### config.mk
export PLATFORM = sky130hd
export DESIGN_NAME = fwd_hazard_unit
export DESIGN_NICKNAME = d
export VERILOG_FILES = /design/src/rtl/fwd_hazard_unit.sv
export SDC_FILE = /design/constraint.sdc
export NUM_CORES = 1
export LEC_CHECK = 0
export BUFFER_PORTS_ARGS = -buffer_cell sky130_fd_sc_hd__buf_2
export CELL_PAD_IN_SITES_DETAIL_PLACEMENT = 1
export CELL_PAD_IN_SITES_GLOBAL_PLACEMENT = 2
export CORE_ASPECT_RATIO = 1.2
export CORE_MARGIN = 4
export CORE_UTILIZATION = 29
export CTS_BUF_LIST = sky130_fd_sc_hd__clkbuf_8
export DETAILED_ROUTE_END_ITERATION = 8
export PLACE_DENSITY_LB_ADDON = 0.25
export SETUP_SLACK_MARGIN = 0.1
export SLEW_MARGIN = 10
export SYNTH_ARGS = -nofsm -noshare
export SYNTH_HDL_FRONTEND = slang
export SYNTH_SLANG_ARGS = --single-unit
### constraint.sdc
create_clock -name clk_i -period 1.7 [get_ports clk_i]
set_input_delay 0.085 -clock clk_i [delete_from_list [all_inputs] [get_ports clk_i]]
set_output_delay 0.085 -clock clk_i [all_outputs]
set_load 0.1 [all_outputs]
### src/rtl/fwd_hazard_unit.sv
// fwd_hazard_unit: operand forwarding select and load-use stall generation.
// Tracks destinations of instructions that have left EX in a FWD_DEPTH-entry
// shift pipeline (entry 1 = MEM, entry 2 = WB, ...). For each EX source
// operand the youngest matching producer is chosen; a pending load stalls.
// Optional build macro FWD_HAZARD_STATS_EN adds saturating forward/stall
// cycle counters (fwd_count_o, stall_count_o).
module fwd_hazard_unit #(
   parameter int unsigned NUM_SRC   = 2,
   parameter int unsigned ADDR_W    = 5,
   parameter int unsigned FWD_DEPTH = 2,
   parameter int unsigned LOAD_LAT  = 1,
   parameter int unsigned SEL_W     = $clog2(FWD_DEPTH + 1)
) (
   input  logic                        clk_i,
   input  logic                        rst_i,
   input  logic                        issue_valid_i,
   input  logic [ADDR_W-1:0]           issue_rd_i,
   input  logic                        issue_reg_write_i,
   input  logic                        issue_mem_read_i,
   input  logic [NUM_SRC-1:0]          src_valid_i,
   input  logic [NUM_SRC*ADDR_W-1:0]   src_addr_i,
   input  logic                        flush_i,
   output logic [NUM_SRC*SEL_W-1:0]    fwd_sel_o,
   output logic                        stall_o
`ifdef FWD_HAZARD_STATS_EN
   ,
   output logic [31:0]                 fwd_count_o,
   output logic [31:0]                 stall_count_o
`endif
);

   // Ready countdown width; kept at least one bit so LOAD_LAT=0 still elaborates.
   localparam int unsigned CNT_W = (LOAD_LAT > 0) ? $clog2(LOAD_LAT + 1) : 1;
   localparam logic [CNT_W-1:0] LOAD_CNT = CNT_W'(LOAD_LAT);

   logic              valid_q [1:FWD_DEPTH];
   logic [ADDR_W-1:0] rd_q    [1:FWD_DEPTH];
   logic [CNT_W-1:0]  cnt_q   [1:FWD_DEPTH];

   logic [NUM_SRC-1:0] hazard;
   logic               found;
   logic [ADDR_W-1:0]  addr;

   function automatic logic [CNT_W-1:0] dec_sat(input logic [CNT_W-1:0] c);
      return (c == '0) ? '0 : c - 1'b1;
   endfunction

   // Shift the tracking pipeline; flush clears, stall inserts a bubble at entry 1.
   always_ff @(posedge clk_i or negedge rst_i) begin
      if (!rst_i) begin
         for (int unsigned k = 1; k <= FWD_DEPTH; k++) begin
            valid_q[k] <= 1'b0;
            rd_q[k]    <= '0;
            cnt_q[k]   <= '0;
         end
      end else if (flush_i) begin
         for (int unsigned k = 1; k <= FWD_DEPTH; k++) begin
            valid_q[k] <= 1'b0;
         end
      end else begin
         for (int unsigned k = 2; k <= FWD_DEPTH; k++) begin
            valid_q[k] <= valid_q[k-1];
            rd_q[k]    <= rd_q[k-1];
            cnt_q[k]   <= dec_sat(cnt_q[k-1]);
         end
         if (stall_o) begin
            valid_q[1] <= 1'b0;
            rd_q[1]    <= '0;
            cnt_q[1]   <= '0;
         end else begin
            valid_q[1] <= issue_valid_i & issue_reg_write_i & (issue_rd_i != '0);
            rd_q[1]    <= issue_rd_i;
            cnt_q[1]   <= issue_mem_read_i ? LOAD_CNT : '0;
         end
      end
   end

   // Per operand: youngest match wins; a not-yet-ready youngest match stalls
   // instead of falling back to an older (stale) producer.
   always_comb begin
      hazard    = '0;
      fwd_sel_o = '0;
      found     = 1'b0;
      addr      = '0;
      for (int unsigned n = 0; n < NUM_SRC; n++) begin
         found = 1'b0;
         addr  = src_addr_i[n*ADDR_W +: ADDR_W];
         for (int unsigned k = 1; k <= FWD_DEPTH; k++) begin
            if (!found && src_valid_i[n] && (addr != '0) && valid_q[k] && (rd_q[k] == addr)) begin
               found = 1'b1;
               if (cnt_q[k] != '0) begin
                  hazard[n] = 1'b1;
               end else begin
                  fwd_sel_o[n*SEL_W +: SEL_W] = SEL_W'(k);
               end
            end
         end
      end
   end

   assign stall_o = |hazard;

`ifdef FWD_HAZARD_STATS_EN
   // Saturating cycle counters; only reset clears them.
   always_ff @(posedge clk_i or negedge rst_i) begin
      if (!rst_i) begin
         fwd_count_o   <= '0;
         stall_count_o <= '0;
      end else begin
         if ((fwd_sel_o != '0) && (fwd_count_o != '1)) begin
            fwd_count_o <= fwd_count_o + 32'd1;
         end
         if (stall_o && (stall_count_o != '1)) begin
            stall_count_o <= stall_count_o + 32'd1;
         end
      end
   end
`endif

endmodule

==> reports/qor.yml, run 1 <==
global_route:
  globalRoute.totalOverflow: 0
  grt_max_degree: 20
  grt_pass1_vias: 789
  grt_pass1_wl_um: 3620
  track_usage_pct: 13.0
  antenna_found_initial: 0
cells_and_area:
  regArea_um2: 327
  multiInputGateArea_um2: 542
  layout_commonest_cell: "sky130_fd_sc_hd__buf_2"
  design.final.nets: 147
  final_layout_size_suffix_gt1_share_pct: 46.3
  final_core_utilization_pct: 49.0
  fillerInstances: 326
  diodes: 0
  most-common-layout-cells: "22 x sky130_fd_sc_hd__buf_2, 14 x sky130_fd_sc_hd__xor2_1, 12 x sky130_fd_sc_hd__dfrtp_1"
  area_delta_synth_final_pct: 59.0
timing:
  setup-violations-final: 12
  timing.final.max_slew_violations: 0
  fin_skew_ns: 0.00613
  worst_pin_slew_ns: 0.363
  min_period_over_period_pct: 113
  hold_slack_ns: 0.0969
  unrepaired_setup_endpoints_after_global_routing: "true"
  maxSlewHeadroom_pct: 75.6
  final.setup.worst_slack_ns: -0.219
  layout_min_cycle_time_ns: 1.92
  hold_violations: 0
  maxClockFrequency_ghz: 0.521
setup_path:
  cp-startpoint: "rd_q[7]$_DFFE_PN0N_"
  r2r_setup_slack_ns: -0.13
  setup.worst_path.start_class: "flip-flop"
  critPathMaxFanout: 3
  worst_path_max_delay_cell: "sky130_fd_sc_hd__dfrtp_1"
  crit_path_end: "stall_o"
  worst-endpoint-arrival_ns: 1.83
  worst_r2r_startpoint: "rd_q[7]$_DFFE_PN0N_"
  r2r.worst_path.cells: 8
  timing.critical_path.to_type: "output pin"
  timing.critical_path.mode_cell: "sky130_fd_sc_hd__buf_12"
  timing.critical_path.required_ns: 1.62
  reg2reg_to: "valid_q[1]$_DFF_PN0_"
  timing_worst_setup_path_type: "flip-flop to output pin"
  timing.critical_path.depth: 6
  path_buf_inv: 2
  cpPeakStageDelay_ns: 0.41
  crit_path_cell_trace: "xor2_1, nor4_2, nand4_1, a21boi_4, buf_12, buf_12"
  path_delay_family: "simple AND/OR/NAND/NOR gates"
logic_synthesis:
  synth_compound_gate_area_share_pct: 6.24
  synth_simple_gate_area_share_pct: 23.4
  synthesis.instances: 84
  main_combinational_cell_family_by_area_after_synthesis: "simple AND/OR/NAND/NOR gates"
  synth_sequential_area_ratio_pct: 40.6
  synth-adder-area-share_pct: 0
  area_of_the_mapped_netlist_um2: 802
  synth-seq-cells: 13
  syn-num-nets: 107
  yosys_warnings: 0
  muxShareOfSynthArea_pct: 7.02
  synth_xor_area_share_pct: 21.8
  synthDistinctLibCells: 18
  synthesis.area_per_instance_um2: 9.55
floorplanning:
  placementRows: 20
  initial_utilization_pct: 30.8
  core_region_area_mm2: 0.00260
  die_h_um: 65.6
  io_pins: 28
  die_x_um: 56.0
  die_area_mm2: 0.00367
clock_network:
  worst_skew_pair_latency_ns: 0.24
  clkSinkCount: 13
  max_buffers_root_to_sink: 2
  worst_setup_hold_path_clk_slew_ns: 0.06
  htree_levels: 1
  tritoncts_buffers: 3
  cts_tree: "yes"
  ctsRootBufferMaster: "sky130_fd_sc_hd__clkbuf_8"
drt:
  first_pass_iters: 4
  route.final.wire_length_um: 2210
  antenna_left: 0
  route.detailed.drc: 0
  drt_iter0_markers: 7
  routedWlPerCell_um: 14.2
  detail_route.vias_per_cell: 4.79
  routed-via-count: 748
power_and_ir_drop:
  static_power_due_to_leakage_nw: 0.560
  vdd_drop_max_mv: 0.491
  power.density_cell_area_mw_per_mm2: 652
status:
  failed_checks: "setup timing"
  outcome: "finished with violations"
min_path:
  min_path_type: "input port to flip-flop"
placement:
  place.detailed.hpwl_um: 1770
  place_congestion: 0.725
  place.port_buffers: 27
run:
  drv.max_cap_violation_count: 0
-- metrics by stage --
stage / TNS [ns] / area (um^2) / total power [mW] / worst slack (ns) / std cells
2_1_floorplan: -2.56 / 822 / 0.474 / -0.285 / 84
3_3_place_gp: -0.0796 / 1120 / 0.547 / -0.0543 / 147
3_5_place_dp: -0.0919 / 1120 / 0.553 / -0.0567 / 147
4_1_cts: -1.13 / 1250 / 0.842 / -0.229 / 155
5_1_grt: -2.97 / 1270 / 0.877 / -0.327 / 156
6_report: -1.68 / 1270 / 0.831 / -0.219 / 156
-- registers in the layout (all words and copies together) (netlist names) --
signal	flops
rd_q	10
cnt_q	1
valid_q	2
-- cell type report --
type                    instances  share of cell area, %
clock buffers                   3                   3.24
flip-flops and latches         13                   25.6
well taps                      33                   3.24
repair buffers                 37                   25.1
multi-input cells              69                   42.5
clock inverters                 1                  0.294
-- metal layers --
metal	share of wire, %	vias to the layer above	wire length, um	global-route usage [%]
met1	41	354	899	14.4
li1	-	369	-	-
met4	2.2	0	49	8.01
met2	53	21	1170	24.0
met3	4.2	4	93	0.982
met5	0	-	0	0
-- synthesized netlist by cell type, drive strengths merged --
cell type	n	area share, %
xor2	14	15
dfrtp	13	41
nand2	11	5.1
nand2b	6	4.7
o21ai	6	3.7
xnor2	6	6.6
mux2	5	7.0
nor2	5	2.3
nor4	4	3.1
nor3	3	1.9
and3	2	1.6
and4	2	2.3
clkbuf	2	0.94
nand4	2	1.6
a2111oi	1	1.1
a21boi	1	1.4
nor2b	1	0.78
-- power breakdown --
group | leakage, nW | total, mW | switching, mW | internal (mW)
Combinational | 0.373 | 0.185 | 0.0854 | 0.0994
Clock | 0.0269 | 0.266 | 0.107 | 0.159
Sequential | 0.160 | 0.380 | 0.0393 | 0.341
Total | 0.560 | 0.831 | 0.231 | 0.600
-- worst min-delay path, cell delays in order --
cell and delay, ns:
sky130_fd_sc_hd__buf_2 0.10, sky130_fd_sc_hd__nand2b_1 0.06, sky130_fd_sc_hd__o21ai_1 0.06
-- worst min path at each step --
stage	endpoint	slack [ns]	cells past startpoint	start
finish	rd_q[6]$_DFFE_PN0N_	0.1	3	issue_rd_i[1]
global route	rd_q[8]$_DFFE_PN0N_	0.11	3	issue_rd_i[3]
CTS	rd_q[6]$_DFFE_PN0N_	0.1	3	issue_rd_i[1]
detailed placement	valid_q[1]$_DFF_PN0_	-0.01	1	rst_i
global placement	valid_q[1]$_DFF_PN0_	-0.01	1	rst_i
floorplan	cnt_q[1]$_DFFE_PN0N_	-0.21	0	rst_i
-- logic make-up (layout without fill, tap and decap cells) --
kind of cell,count (synthesis),count (layout)
simple gates,36,36
xor+xnor,20,20
flops,13,13
compound gates,8,8
mux,5,5
buf+inv,2,41
-- what timing repair did --
item | CTS | global route
pin swaps | 3 | 5
hold endpoints to repair | 13 | 0
setup endpoints to repair | 12 | 12
hold buffers | 1 | 0
setup buffers | 3 | 1
resized for setup | 13 | 4
Note: power is estimated with default switching activity, not from simulation.
==> inputs of run 2 (changes only) <==
Settings changed: ABC_AREA set to 1, CORE_UTILIZATION 29 to 27.
==> reports/qor.yml, run 2 <==
status:
  outcome: "complete, no violations"
floorplanning:
  die_area_mm2: 0.00443  # +21%
  io_pins: 28  # unchanged
  initial_utilization_pct: 27.9  # -2.9 points
  placementRows: 23  # +15%
  die_h_um: 72.1  # +9.9%
  die_x_um: 61.4  # +9.7%
  core_region_area_mm2: 0.00331  # +27%
logic_synthesis:
  area_contributors_post_synth: "sky130_fd_sc_hd__dfrtp_1 35%, sky130_fd_sc_hd__nand2_1 18%, sky130_fd_sc_hd__nor2_1 8.9%"
  synthFlopType: "sky130_fd_sc_hd__dfrtp_1"
  netlist_top_cells_count: "45 x sky130_fd_sc_hd__nand2_1, 22 x sky130_fd_sc_hd__nor2_1, 16 x sky130_fd_sc_hd__inv_1"
  synthesis.area_per_instance_um2: 6.42  # -33%
  ys_async_sr_fraction_pct: 100  # unchanged
  post-synth-top-area-fraction_pct: 35.2  # -5.4 points
  synth_edf_count: 0  # unchanged
  post-synth-top-area-cell: "sky130_fd_sc_hd__dfrtp_1"
  synth_sequential_area_ratio_pct: 35.2  # -5.4 points
  area_of_the_mapped_netlist_um2: 925  # +15%
  syn-num-nets: 167  # +56%
  yosys_warnings: 0  # unchanged
  synthesis.instances: 144  # +71%
  synthDistinctLibCells: 20  # +2
  synth_most_common_cell: "sky130_fd_sc_hd__nand2_1"
  synth-seq-cells: 13  # unchanged
global_route:
  grt_pass1_wl_um: 4540  # +26%
  globalRoute.totalOverflow: 0  # unchanged
  antenna_found_initial: 0  # unchanged
  grt_pass1_vias: 1047  # +33%
  track_usage_pct: 13.6  # +0.58 points
  grt_max_degree: 24  # +20%
setup_path:
  setup.worst_path.start_class: "flip-flop"
  timing.critical_path.required_ns: 1.62  # about the same
  timing.critical_path.to_type: "output pin"
  worst-endpoint-arrival_ns: 1.56  # -0.27 ns
  timing_worst_setup_path_type: "flip-flop to output pin"
  critPathMaxFanout: 4  # +1
power_and_ir_drop:
  power.switching_mw: 0.258  # +11%
  power.share.switching_pct: 30.9  # +3.0 points
  power.share.sequential_pct: 44.3  # -1.5 points
  power.share.clock_pct: 32.4  # +0.4 points
  vdd_drop_max_mv: 0.327  # -33%
  static_power_due_to_leakage_nw: 0.713  # +27%
  post-layout-total-power_mw: 0.835  # +0.47%
  power.density_cell_area_mw_per_mm2: 643  # -1.4%
  power_frac_comb_pct: 23.3  # +1.1 points
  p_int_mw: 0.577  # -3.8%
timing:
  final.setup.worst_slack_ns: 0.0537  # +0.272 ns
  unrepaired_setup_endpoints_after_global_routing: "true"
  worst_pin_slew_ns: 0.379  # +0.0152 ns
  hold_slack_ns: 0.0995  # +0.00259 ns
  setup-violations-final: 0  # -12
  maxClockFrequency_ghz: 0.607  # +17%
  timing.final.max_slew_violations: 0  # unchanged
  layout_min_cycle_time_ns: 1.65  # -0.272 ns
  min_period_over_period_pct: 96.8  # -16 points
  maxSlewHeadroom_pct: 74.8  # -0.83 points
  fin_skew_ns: 0.00246  # -0.00367 ns
  hold_violations: 0  # unchanged
placement:
  place.detailed.instances: 206  # +40%
  place.detailed.hpwl_um: 2280  # +29%
  place_congestion: 0.811  # +12%
  place_worst_setup_slack_ns: 0.256  # +0.313 ns
  place.port_buffers: 27  # unchanged
clock_network:
  clkSinkCount: 13  # unchanged
  worst_skew_pair_latency_ns: 0.24  # about the same
  worst_setup_hold_path_clk_slew_ns: 0.06  # about the same
  cts_tree: "yes"
  htree_levels: 1  # unchanged
  ctsRootBufferMaster: "sky130_fd_sc_hd__clkbuf_8"
  tritoncts_buffers: 3  # unchanged
  max_buffers_root_to_sink: 2  # unchanged
drt:
  routed-via-count: 993  # +33%
  drt_iter0_markers: 30  # +23
  routedWlPerCell_um: 12.7  # -10%
  detail_route.vias_per_cell: 4.60  # -4.1%
  antenna_left: 0  # unchanged
  first_pass_iters: 2  # -2
  route.final.wire_length_um: 2740  # +24%
  route.detailed.drc: 0  # unchanged
run:
  drv.max_cap_violation_count: 0  # unchanged
cells_and_area:
  design.final.nets: 203  # +38%
  most-common-layout-cells: "45 x sky130_fd_sc_hd__nand2_1, 22 x sky130_fd_sc_hd__buf_2, 18 x sky130_fd_sc_hd__nor2_1"
  layout_commonest_cell: "sky130_fd_sc_hd__nand2_1"
  regMostFlops: "rd_q"
  largest_register_ffs: 10  # unchanged
  top_regs: "rd_q: 10 flops, valid_q: 2 flops, cnt_q: 1 flops"
  area_delta_synth_final_pct: 40.5
  diodes: 0  # unchanged
  final_layout_size_suffix_gt1_share_pct: 33.0  # -13 points
  post_layout_nonfiller_instances: 216  # +38%
min_path:
  min_path_type: "input port to flip-flop"
-- run 2: cell types whose count changed after synthesis, moves of 10 or more --
cell                      previous run  this run
sky130_fd_sc_hd__nor2_1              5        22
sky130_fd_sc_hd__inv_1               0        16
sky130_fd_sc_hd__inv_2               0        11
sky130_fd_sc_hd__xor2_1             14         4
sky130_fd_sc_hd__nand2_1            11        45
-- run 2: timing repair --
item                                    in CTS  in global routing
endpoints found under the setup margin       2                  5
buffers inserted                             4                  1
pin swaps                                    1                  2
hold buffers                                 1                  0
hold endpoints to repair                    13                  0
gates resized for setup                      1                  2
-- run 2: layer usage --
layer / GRT usage [%] / share of wire, %
met4: 4.95 / 1.5
met5: 0 / 0
met2: 23.2 / 51
met1: 16.8 / 42
met3: 2.31 / 5.3
-- run 2: worst paths after layout --
kind                            slack, ns  cells after the start                    to                start
max in group asynchronous            1.19                      2   rd_q[9]$_DFFE_PN0N_                rst_i
worst max-delay path                 0.05                      9          fwd_sel_o[2]  rd_q[9]$_DFFE_PN0N_
worst min register to register       0.50                      2   rd_q[3]$_DFFE_PN0N_  rd_q[3]$_DFFE_PN0N_
min in group asynchronous            0.27                      2   rd_q[4]$_DFFE_PN0N_                rst_i
worst max register to register       0.40                     10   rd_q[7]$_DFFE_PN0N_  rd_q[9]$_DFFE_PN0N_
worst min-delay path                  0.1                      3  valid_q[1]$_DFF_PN0_        issue_valid_i
-- run 2: cell families after synthesis --
logic type	synth area share, %
AND/OR/NAND/NOR	37.3
buffers and inverters	11.9
AO/OA/AOI/OAI	9.88
flip-flops	35.2
XOR/XNOR	5.68
-- run 2: critical path: stages, from the launching register on --
cell	delay, ns
sky130_fd_sc_hd__dfrtp_2	0.43
sky130_fd_sc_hd__inv_2	0.07
sky130_fd_sc_hd__nand2_1	0.05
sky130_fd_sc_hd__nand2_1	0.05
sky130_fd_sc_hd__nand2_1	0.06
sky130_fd_sc_hd__nor2_1	0.11
sky130_fd_sc_hd__nand3_2	0.10
sky130_fd_sc_hd__buf_4	0.16
sky130_fd_sc_hd__nor2_4	0.10
sky130_fd_sc_hd__buf_12	0.18
-- run 2: final cells by class --
| cell class | count | area, um^2 |
|---|---|---|
| inverters | 27 | 104 |
| clock inverters | 1 | 3.75 |
| repair buffers | 33 | 258 |
| fillers | 427 | 2010 |
| clock buffers | 3 | 41.3 |
| multi-input cells | 102 | 519 |
| flip-flops and latches | 13 | 327 |
| well taps | 37 | 46.3 |
-- run 2: power groups by stage --
| stage | combinational (mW) | clock [mW] | sequential, mW |
|---|---|---|---|
| finish | 0.195 | 0.271 | 0.370 |
| global route | 0.224 | 0.296 | 0.374 |
| CTS | 0.197 | 0.285 | 0.369 |
| detailed placement | 0.191 | 0 | 0.374 |
| global placement | 0.186 | 0 | 0.373 |
| floorplan | 0.117 | 0 | 0.367 |
-- run 2: per-stage QoR --
step           utilization, %  area [um^2]  setup TNS (ns)
3_3_place_gp             36.3         1200               0
4_1_cts                  39.0         1290               0
5_1_grt                  39.2         1300          -0.111
2_1_floorplan               -          955               0
6_report                 39.2         1300               0
3_5_place_dp             36.3         1200               0
==> inputs of run 3 (changes only) <==
Settings changed: MAX_ROUTING_LAYER set to met4.
==> reports/qor.yml, run 3 (synthesis results as in run 2) <==
status:
  outcome: "complete, no violations"
setup_path:
  worst-endpoint-arrival_ns: 1.56  # about the same
  r2r_setup_slack_ns: 0.40  # about the same
  critPathMaxFanout: 4  # unchanged
  cpPeakStageDelay_ns: 0.43  # about the same
  timing.critical_path.required_ns: 1.62  # about the same
  timing.critical_path.to_type: "output pin"
  timing.critical_path.mode_cell: "sky130_fd_sc_hd__nand2_1"
  crit_path_cell_trace: "inv_2, nand2_1, nand2_1, nand2_1, nor2_1, nand3_2, buf_4, nor2_4, buf_12"
  worst_r2r_startpoint: "rd_q[9]$_DFFE_PN0N_"
  timing_worst_setup_path_type: "flip-flop to output pin"
  worst_path_max_delay_cell: "sky130_fd_sc_hd__dfrtp_2"
  setup.worst_path.start_class: "flip-flop"
  r2r.worst_path.cells: 10  # unchanged
  reg2reg_to: "rd_q[7]$_DFFE_PN0N_"
clock_network:
  worst_skew_pair_latency_ns: 0.24  # about the same
  ctsRootBufferMaster: "sky130_fd_sc_hd__clkbuf_8"
  clkSinkCount: 13  # unchanged
  tritoncts_buffers: 3  # unchanged
  htree_levels: 1  # unchanged
  worst_setup_hold_path_clk_slew_ns: 0.06  # about the same
  max_buffers_root_to_sink: 2  # unchanged
  cts_tree: "yes"
timing:
  fin_skew_ns: 0.00248  # +0.0000197 ns
  maxSlewHeadroom_pct: 74.8  # about the same
  worst_pin_slew_ns: 0.379  # +0.0000162 ns
  min_period_over_period_pct: 96.8  # about the same
  final.setup.worst_slack_ns: 0.0540  # +0.000311 ns
  hold_violations: 0  # unchanged
  maxClockFrequency_ghz: 0.608  # about the same
  layout_min_cycle_time_ns: 1.65  # -0.000311 ns
  unrepaired_setup_endpoints_after_global_routing: "true"
  timing.final.max_slew_violations: 0  # unchanged
  setup-violations-final: 0  # unchanged
drt:
  routedWlPerCell_um: 12.7  # unchanged
  antenna_left: 0  # unchanged
  route.final.wire_length_um: 2740  # unchanged
  drt_iter0_markers: 30  # unchanged
  route.detailed.drc: 0  # unchanged
  detail_route.vias_per_cell: 4.60  # unchanged
  routed-via-count: 993  # unchanged
  first_pass_iters: 2  # unchanged
floorplanning:
  die_area_mm2: 0.00443  # unchanged
  die_x_um: 61.4  # unchanged
  initial_utilization_pct: 27.9  # unchanged
  io_pins: 28  # unchanged
  core_region_area_mm2: 0.00331  # unchanged
  die_h_um: 72.1  # unchanged
  placementRows: 23  # unchanged
min_path:
  min_to: "valid_q[1]$_DFF_PN0_"
  worst_hold_path.num_cells: 3  # unchanged
  worst_hold_startpoint: "issue_valid_i"
  min_path_type: "input port to flip-flop"
cells_and_area:
  area_delta_synth_final_pct: 40.5  # unchanged
  most-common-layout-cells: "45 x sky130_fd_sc_hd__nand2_1, 22 x sky130_fd_sc_hd__buf_2, 18 x sky130_fd_sc_hd__nor2_1"
  top_regs: "rd_q: 10 flops, valid_q: 2 flops, cnt_q: 1 flops"
  regMostFlops: "rd_q"
  multiInputGateArea_um2: 519  # unchanged
  design.final.nets: 203  # unchanged
  diodes: 0  # unchanged
  regArea_um2: 327  # unchanged
  final_cell_area_mm2: 0.00130  # unchanged
  largest_register_ffs: 10  # unchanged
  final_layout_size_suffix_gt1_share_pct: 33.0  # unchanged
  fillerInstances: 427  # unchanged
  post_layout_nonfiller_instances: 216  # unchanged
  layout_commonest_cell: "sky130_fd_sc_hd__nand2_1"
run:
  drv.max_cap_violation_count: 0  # unchanged
global_route:
  grt_max_degree: 24  # unchanged
  antenna_found_initial: 0  # unchanged
  grt_pass1_wl_um: 4530  # -0.15%
  grt_pass1_vias: 1048  # +0.096%
  globalRoute.totalOverflow: 0  # unchanged
  track_usage_pct: 14.0  # +0.38 points
placement:
  placement.cell_area_mm2: 0.00120  # unchanged
  place_worst_setup_slack_ns: 0.256  # unchanged
  place.detailed.instances: 206  # unchanged
  place.detailed.hpwl_um: 2280  # unchanged
  place_congestion: 0.823  # +1.5%
  place.port_buffers: 27  # unchanged
power_and_ir_drop:
  post-layout-total-power_mw: 0.834  # about the same
  p_int_mw: 0.577  # about the same
  power.density_cell_area_mw_per_mm2: 643  # about the same
  static_power_due_to_leakage_nw: 0.713  # unchanged
  power_frac_comb_pct: 23.3  # about the same
  power.share.clock_pct: 32.4  # about the same
  power.share.switching_pct: 30.9  # about the same
  power.share.sequential_pct: 44.3  # about the same
  vdd_drop_max_mv: 0.327  # about the same
  power.switching_mw: 0.257  # -0.13%
## run 3: cell type report
class	count	share of cell area, %
Clock inverter	1	0.289
Inverter	27	8.00
Clock buffer	3	3.18
Multi-Input combinational cell	102	40.0
Tap cell	37	3.56
Timing Repair Buffer	33	19.8
Sequential cell	13	25.1
## run 3: what timing repair did
action | in CTS | in global routing
setup endpoints to repair | 2 | 5
endpoints found under the hold margin | 13 | 0
setup buffers | 4 | 1
hold buffers | 1 | 0
pin swaps | 1 | 2
resized for setup | 1 | 2
## run 3: how the worst max path moves through the flow
stage	from	to	slack, ns
floorplan	rd_q[9]$_DFFE_PN0N_	valid_q[1]$_DFF_PN0_	0.20
global route	rd_q[9]$_DFFE_PN0N_	fwd_sel_o[0]	-0.03
finish	rd_q[9]$_DFFE_PN0N_	fwd_sel_o[2]	0.05
CTS	rd_q[9]$_DFFE_PN0N_	fwd_sel_o[2]	0.04
detailed placement	rd_q[9]$_DFFE_PN0N_	stall_o	0.26
global placement	rd_q[9]$_DFFE_PN0N_	stall_o	0.26
## run 3: power groups by stage
| stage | clock [mW] | sequential (mW) | combinational (mW) |
|---|---|---|---|
| after floorplan | 0 | 0.367 | 0.117 |
| after global placement | 0 | 0.373 | 0.186 |
| after detailed placement | 0 | 0.374 | 0.191 |
| after CTS | 0.285 | 0.369 | 0.197 |
| after global routing | 0.296 | 0.374 | 0.224 |
| final | 0.270 | 0.370 | 0.195 |
## run 3: per-stage QoR
step	setup TNS (ns)	utilization, %	hold slack, ns
2_1_floorplan	0	-	-0.211
3_3_place_gp	0	36.3	-0.00724
3_5_place_dp	0	36.3	-0.00700
4_1_cts	0	39.0	0.0995
5_1_grt	-0.111	39.2	0.116
6_report	0	39.2	0.0998
## run 3: per-layer routing
metal  vias up  share of wire [%]  track usage (%)
li1        512                  -                -
met1       454                 42             16.8
met2        23                 51             23.2
met3         4                5.4             2.31
met4         0                1.5             4.95
met5         -                  0                -
## run 3: critical path: cells and delay by family (launching register included)
kind / cells / cell delay, ns
flops: 1 / 0.43
simple gates: 6 / 0.47
buf+inv: 3 / 0.41
